## config.mk

```make
export PLATFORM = sky130hd
export DESIGN_NAME = div_iter_flat
export DESIGN_NICKNAME = d
export VERILOG_FILES = /design/src/rtl/div_iter_if.sv /design/src/rtl/div_iter.sv /design/src/flat_wrapper.sv
export SDC_FILE = /design/constraint.sdc
export NUM_CORES = 1
export LEC_CHECK = 0
export BUFFER_PORTS_ARGS = -buffer_cell sky130_fd_sc_hd__buf_2
export CAP_MARGIN = 20
export CORE_UTILIZATION = 60
export DETAILED_ROUTE_END_ITERATION = 10
export PLACE_DENSITY = 0.79
export SKIP_LAST_GASP = 1
export SLEW_MARGIN = 25
export SYNTH_ARGS = -nofsm -noshare
export SYNTH_HDL_FRONTEND = slang
export SYNTH_SLANG_ARGS = --single-unit
```

## constraint.sdc

```tcl
create_clock -name clk -period 5.8 [get_ports clk]
set_clock_uncertainty 0.15 [all_clocks]
set_input_delay 0.29 -clock clk [delete_from_list [all_inputs] [get_ports clk]]
set_output_delay 0.29 -clock clk [all_outputs]
set_load 0.01 [all_outputs]
```

## src/rtl/div_iter_if.sv

```systemverilog
// Request/result bundle between the execute stage and the iterative divider.
interface div_iter_if;
    logic        start;
    logic        signed_div;
    logic [31:0] opdata1;
    logic [31:0] opdata2;
    logic        annul;
    logic        busy;
    logic        ready;
    logic [31:0] result_hi;
    logic [31:0] result_lo;

    modport master (
        output start, signed_div, opdata1, opdata2, annul,
        input  busy, ready, result_hi, result_lo
    );

    modport slave (
        input  start, signed_div, opdata1, opdata2, annul,
        output busy, ready, result_hi, result_lo
    );
endinterface

```

## src/rtl/div_iter.sv

```systemverilog
// Iterative 32-bit radix-2 restoring divider for DIV/DIVU; remainder -> HI, quotient -> LO.
// Optional: define DIV_ZERO_FAST_EN to route a zero divisor through ZERO (3-cycle latency).
module div_iter (
    input  logic      clk,
    input  logic      resetn,
    div_iter_if.slave bus
);
    typedef enum logic [1:0] {S_IDLE, S_ZERO, S_ON, S_END} state_t;

    state_t      r_state;
    logic [5:0]  r_cnt;
    logic [64:0] r_sr;
    logic [31:0] r_divisor;
    logic [31:0] r_dividend;
    logic        r_neg_q;
    logic        r_neg_r;
    logic        r_div_zero;
    logic        r_busy;
    logic        r_ready;
    logic [31:0] r_hi;
    logic [31:0] r_lo;

    logic        w_neg1;
    logic        w_neg2;
    logic [31:0] w_mag1;
    logic [31:0] w_mag2;
    logic [33:0] w_trial;
    logic [64:0] w_step;
    logic [31:0] w_quot;
    logic [31:0] w_rem;

    assign w_neg1 = bus.signed_div & bus.opdata1[31];
    assign w_neg2 = bus.signed_div & bus.opdata2[31];
    assign w_mag1 = w_neg1 ? (32'd0 - bus.opdata1) : bus.opdata1;
    assign w_mag2 = w_neg2 ? (32'd0 - bus.opdata2) : bus.opdata2;

    // Trial subtract on the shifted upper bits; bit 64 is always zero between steps.
    assign w_trial = r_sr[64:31] - {2'b00, r_divisor};

    always_comb begin
        w_step = {r_sr[63:0], 1'b0};
        if (!w_trial[33]) begin
            w_step[64:32] = w_trial[32:0];
            w_step[0]     = 1'b1;
        end
    end

    assign w_quot = r_neg_q ? (32'd0 - r_sr[31:0])  : r_sr[31:0];
    assign w_rem  = r_neg_r ? (32'd0 - r_sr[63:32]) : r_sr[63:32];

    assign bus.busy      = r_busy;
    assign bus.ready     = r_ready;
    assign bus.result_hi = r_hi;
    assign bus.result_lo = r_lo;

    always_ff @(posedge clk) begin
        if (!resetn) begin
            r_state    <= S_IDLE;
            r_cnt      <= 6'd0;
            r_sr       <= 65'd0;
            r_divisor  <= 32'd0;
            r_dividend <= 32'd0;
            r_neg_q    <= 1'b0;
            r_neg_r    <= 1'b0;
            r_div_zero <= 1'b0;
            r_busy     <= 1'b0;
            r_ready    <= 1'b0;
            r_hi       <= 32'd0;
            r_lo       <= 32'd0;
        end else begin
            r_ready <= 1'b0;
            if (r_state != S_IDLE && bus.annul) begin
                r_state <= S_IDLE;
                r_busy  <= 1'b0;
            end else begin
                case (r_state)
                    S_IDLE: begin
                        r_cnt <= 6'd0;
                        if (bus.start && !bus.annul) begin
                            r_sr       <= {33'd0, w_mag1};
                            r_divisor  <= w_mag2;
                            r_dividend <= bus.opdata1;
                            r_neg_q    <= w_neg1 ^ w_neg2;
                            r_neg_r    <= w_neg1;
                            r_div_zero <= (bus.opdata2 == 32'd0);
                            r_busy     <= 1'b1;
`ifdef DIV_ZERO_FAST_EN
                            r_state    <= (bus.opdata2 == 32'd0) ? S_ZERO : S_ON;
`else
                            r_state    <= S_ON;
`endif
                        end
                    end
                    S_ON: begin
                        r_sr  <= w_step;
                        r_cnt <= r_cnt + 6'd1;
                        if (r_cnt == 6'd31) begin
                            r_state <= S_END;
                        end
                    end
                    S_ZERO: begin
                        r_state <= S_END;
                    end
                    S_END: begin
                        // A zero divisor forces MIPS-style results regardless of sign handling.
                        if (r_div_zero) begin
                            r_hi <= r_dividend;
                            r_lo <= 32'hFFFF_FFFF;
                        end else begin
                            r_hi <= w_rem;
                            r_lo <= w_quot;
                        end
                        r_ready <= 1'b1;
                        r_busy  <= 1'b0;
                        r_state <= S_IDLE;
                    end
                    default: begin
                        r_state <= S_IDLE;
                        r_busy  <= 1'b0;
                    end
                endcase
            end
        end
    end
endmodule

```

## src/flat_wrapper.sv

```systemverilog
// flat-port wrapper written by rule: the top's interface ports become plain ports
module div_iter_flat 
  (clk, resetn, bus_start, bus_signed_div, bus_opdata1, bus_opdata2, bus_annul, bus_busy, bus_ready, bus_result_hi, bus_result_lo);
  div_iter_if bus_i ();
  input  logic clk;
  input  logic resetn;
  input wire logic [$bits(bus_i.start)-1:0] bus_start;
  input wire logic [$bits(bus_i.signed_div)-1:0] bus_signed_div;
  input wire logic [$bits(bus_i.opdata1)-1:0] bus_opdata1;
  input wire logic [$bits(bus_i.opdata2)-1:0] bus_opdata2;
  input wire logic [$bits(bus_i.annul)-1:0] bus_annul;
  output wire logic [$bits(bus_i.busy)-1:0] bus_busy;
  output wire logic [$bits(bus_i.ready)-1:0] bus_ready;
  output wire logic [$bits(bus_i.result_hi)-1:0] bus_result_hi;
  output wire logic [$bits(bus_i.result_lo)-1:0] bus_result_lo;
  assign bus_i.start = bus_start;
  assign bus_i.signed_div = bus_signed_div;
  assign bus_i.opdata1 = bus_opdata1;
  assign bus_i.opdata2 = bus_opdata2;
  assign bus_i.annul = bus_annul;
  assign bus_busy = bus_i.busy;
  assign bus_ready = bus_i.ready;
  assign bus_result_hi = bus_i.result_hi;
  assign bus_result_lo = bus_i.result_lo;
  div_iter u_core (.clk(clk), .resetn(resetn), .bus(bus_i));
endmodule
```

==> results.md <==
- The HPWL after detailed placement is 23600 microns.
- The leading cell type by number of instances after synthesis is sky130_fd_sc_hd__nand2_1.
- Relative to the synthesized area, the layout overhead comes to 14.61%.
- The run finished with clean final reports.
- The cell sitting at the root of the clock tree is a sky130_fd_sc_hd__clkbuf_16.
- Summed over all layers, the global routing overflow is 0.
- The buffer depth of the longest clock path is 3.
- The total number of placement rows is 52.
- The synthesized netlist devotes 26.35% of its cell area to compound gates.
- After synthesis the cells add up to 12550 sq um.
- The count of routing violations after the opening detailed-route iteration is 916.
- The final-layout setup total negative slack is 0 ns.
- Summing the areas of all xor and xnor instances in the mapped netlist gives 10.19% of the synthesized area.
- The met3 usage in global routing is 5.250%.
- The floorplan step defined a die boundary enclosing 21500 sq um.
- The most frequently used flop master after synthesis is sky130_fd_sc_hd__dfxtp_1.
- The post-synthesis sequential area ratio is 32.86%.
- The wire length of the first global-routing pass is 55460 microns.
- The clock net sink count is 206.
- During synthesis, Yosys emitted a total of 0 warnings.
- The largest net degree at the start of global routing is 96.
- The via count of the first global-routing pass is 11.08k.
- The clock reaches the later pin of the worst-skew pair after 0.52 ns.
- By area, the combinational part of the netlist is dominated by compound AO/OA/AOI/OAI gates.
- In the final layout, the share of cells above drive strength 1 is 12.18%.
- TritonCTS built the clock tree.
- Sorting the synthesized cells by area gives the leading types as sky130_fd_sc_hd__dfxtp_1, sky130_fd_sc_hd__nand2_1, sky130_fd_sc_hd__o21ai_0, sky130_fd_sc_hd__xor2_1, sky130_fd_sc_hd__a21boi_0.
- The total area inside the core boundary comes to 20360 sq um.
- The count of endpoints failing setup in the final report is 0.
- The number of nets in the synthesized netlist is 1750.
- Multiplexer cells account for 1.037% of the synthesized area.
- After synthesis, the share of flip-flops with an asynchronous set or reset is 0%.
- The highest achievable clock rate is 259.3 MHz.
- The number of buffers inserted by post-CTS setup repair is 0.
- The global routing's busiest layer is met2.
- The largest voltage drop on the vdd net is 146.4 uV.
- The count of final max-slew check failures came to 0.
- Clock tree synthesis inserted a total of 22 buffers.
- The path class of the tightest hold or removal check is input port to flop.
- The y dimension of the die is 146.6 microns.
- The headroom to the max-slew limit is 34.53%.
- The critical path capture point type is a flop.
- Summed over all cells, the static leakage comes to 0.006194 uW.
- The number of vias per cell after detailed routing is 5.870.
- In this run the count of I/O pins placed on the die edge is 135.
- The total wire length after detailed routing is 33860 microns.
- For flop-to-flop paths, the worst setup slack is 1.94 ns.
- CTS built an H-tree with a depth of 1.
- The number of antenna violations at the first check in global routing is 0.
- The maximum fanout count along the critical path is 28.
- Dividing the detail-routed wire length by the instance count gives 16.70 microns.
- The number of failing hold endpoints at the final stage is 0.
- The area fraction of the dominant cell type after synthesis is 32.86%.
- In this run the power density over the cells is 313.6 nW/um^2.
- The worst endpoint required time is 6.05 ns.
- The share of synthesized cell area in full adder, half adder and majority cells is 4.347%.
- After synthesis, the netlist uses 64 different library cells.
- The routed layout has 11.90k vias.
- Setup repair after global routing left no endpoint under its margin.
- Global routing used 50.33% of the available met2 tracks.
- Input and output buffers added on the ports amount to 134.
- The startpoint type of the worst setup path is a flop.
- The routability-driven placement congestion ratio is 0.9138.
- The number of nets in the layout is 1855.
- The total DRC errors in the routed layout is 0.
- Before CTS, the worst setup slack after placement is 1.967 ns.
- The minimum period implied by the final worst setup slack is 3.856 ns.
- The gate count of the mapped netlist is 1638.
- The starting density of the core is 61.63%.
- Counting flops and latches in the post-synthesis netlist gives 206.
- Data on the critical path arrives at its endpoint at 4.11 ns.
- Global routing used 31.39% of the available tracks.
- Dividing the synthesized area by the synthesized cell count gives 7.662 sq um.
- The clock slew seen by the registers of the worst setup and hold paths is 0.06 ns.
- The path type of the worst setup path is flop to flop.
- Global routing consumed, on the met1 layer, 42.52% of the routing resources.
- The final critical-path share of the clock period is 66.48%.
- In this run the horizontal extent of the chip is 146.6 microns.
- The number of inserted diodes is 0.
- The minimum setup slack in the final design is 1.944 ns.
- The tool flagged a number of max-cap violations equal to 0.
- The simple-gate area share of the yosys netlist is 20.37%.
- The post-synthesis cell type with the largest combined area is sky130_fd_sc_hd__dfxtp_1.
- The count of antenna-violating nets left after detailed routing is 0.
- The actual slew at the worst max-slew pin is 0.9807 ns.
- The first-pass iteration count of the detailed router is 7.
- After synthesis, the most frequently instantiated cells are sky130_fd_sc_hd__nand2_1, sky130_fd_sc_hd__dfxtp_1, sky130_fd_sc_hd__o21ai_0, sky130_fd_sc_hd__a21boi_0, sky130_fd_sc_hd__xor2_1.
- In this run, placement finished with an instance count of 1955.
- Yosys mapped a number of flops with a built-in enable equal to 0.
- The finished layout holds 2027 standard cells, fillers aside.
## layer usage
metal / vias to the layer above / routed length (microns)
met5: - / 0
met4: 0 / 943
met2: 450 / 15230
met3: 75 / 2674
met1: 5462 / 15020
li1: 5911 / -
## worst paths after layout
kind | to | start | depth (start not counted)
max | u_core.r_sr[64] | u_core.r_sr[32] | 12
min | u_core.r_neg_q | bus_signed_div | 3
max reg2reg | u_core.r_sr[64] | u_core.r_sr[32] | 12
min reg2reg | u_core.bus.result_hi[20] | u_core.bus.result_hi[20] | 2
## cells by family (layout without fill, tap and decap cells)
group | count (synthesis) | count (layout)
adders and majority gates | 43 | 43
muxes | 13 | 13
buffers and inverters | 159 | 278
DFF | 206 | 206
xor gates and xnor gates | 146 | 146
AOI/OAI and AO/OA | 503 | 503
and+or+nand+nor | 568 | 568
## state kept, by name (all words and copies together) (netlist names)
name and count:
u_core.bus.result_hi 32, u_core.r_sr 65, u_core.r_cnt 6, u_core.r_neg_q 1
u_core.bus.busy 1, u_core.r_state 2, u_core.r_divisor 32, u_core.r_neg_r 1
u_core.r_div_zero 1, u_core.bus.result_lo 32, u_core.bus.ready 1, u_core.r_dividend 32
## cells in the final DEF, fill, tap and decap left out, drive strengths merged, types with 15 or more instances in the layout
cell type    instances
nand2              346
dfxtp              206
o21ai              165
buf                147
a21boi              90
xor2                89
a21oi               88
nor2                64
inv                 59
xnor2               57
ha                  42
dlygate4sd3         34
o211a               33
clkbuf              33
o31ai               29
a21o                24
nor3                24
nand3               18
or3                 15
and2                15
## power breakdown
part	leakage (uW)	switching [uW]	internal (uW)
Sequential	0.00167	133	1550
Combinational	0.00416	861	548
Clock	0.000361	579	841
Total	0.00619	1570	2940
## stage by stage
step / hold slack, ns / total power [uW] / area, sq um / utilization (%)
finish: 0.01568 / 4511 / 14390 / 70.64
global route: 0.02652 / 4761 / 14390 / 70.64
CTS: 0.002854 / 4501 / 14380 / 70.63
detailed placement: 0.3078 / 3066 / 13320 / 65.41
global placement: 0.2997 / 3023 / 13290 / 65.27
floorplan: 0.2849 / 2718 / 12550 / -
## area by class of cell
cell class / instances / area, sq um
Clock buffer: 33 / 673.1
Clock inverter: 5 / 50.05
Fill cell: 1637 / 5979
Inverter: 59 / 221.5
Multi-Input combinational cell: 1273 / 7845
Sequential cell: 206 / 4126
Tap cell: 270 / 337.8
Timing Repair Buffer: 181 / 1131
## what timing repair did
action | 4_1_cts | 5_1_grt
hold buffers | 34 | 0
gates resized for setup | 0 | 0
hold endpoints to repair | 35 | 0
## critical path, stage by stage, from the launching register on
cell                       delay, ns
sky130_fd_sc_hd__dfxtp_1        0.46
sky130_fd_sc_hd__ha_1           0.28
sky130_fd_sc_hd__nor2b_1        0.14
sky130_fd_sc_hd__o31ai_1        0.33
sky130_fd_sc_hd__a21oi_1        0.17
sky130_fd_sc_hd__nor4_1         0.46
sky130_fd_sc_hd__nor4_1         0.17
sky130_fd_sc_hd__nor2_1         0.33
sky130_fd_sc_hd__o221ai_4       0.32
sky130_fd_sc_hd__buf_16         0.27
sky130_fd_sc_hd__a2111o_1       0.36
sky130_fd_sc_hd__xnor2_1        0.13
sky130_fd_sc_hd__a22o_1         0.18
(Power assumes the default switching activity.)
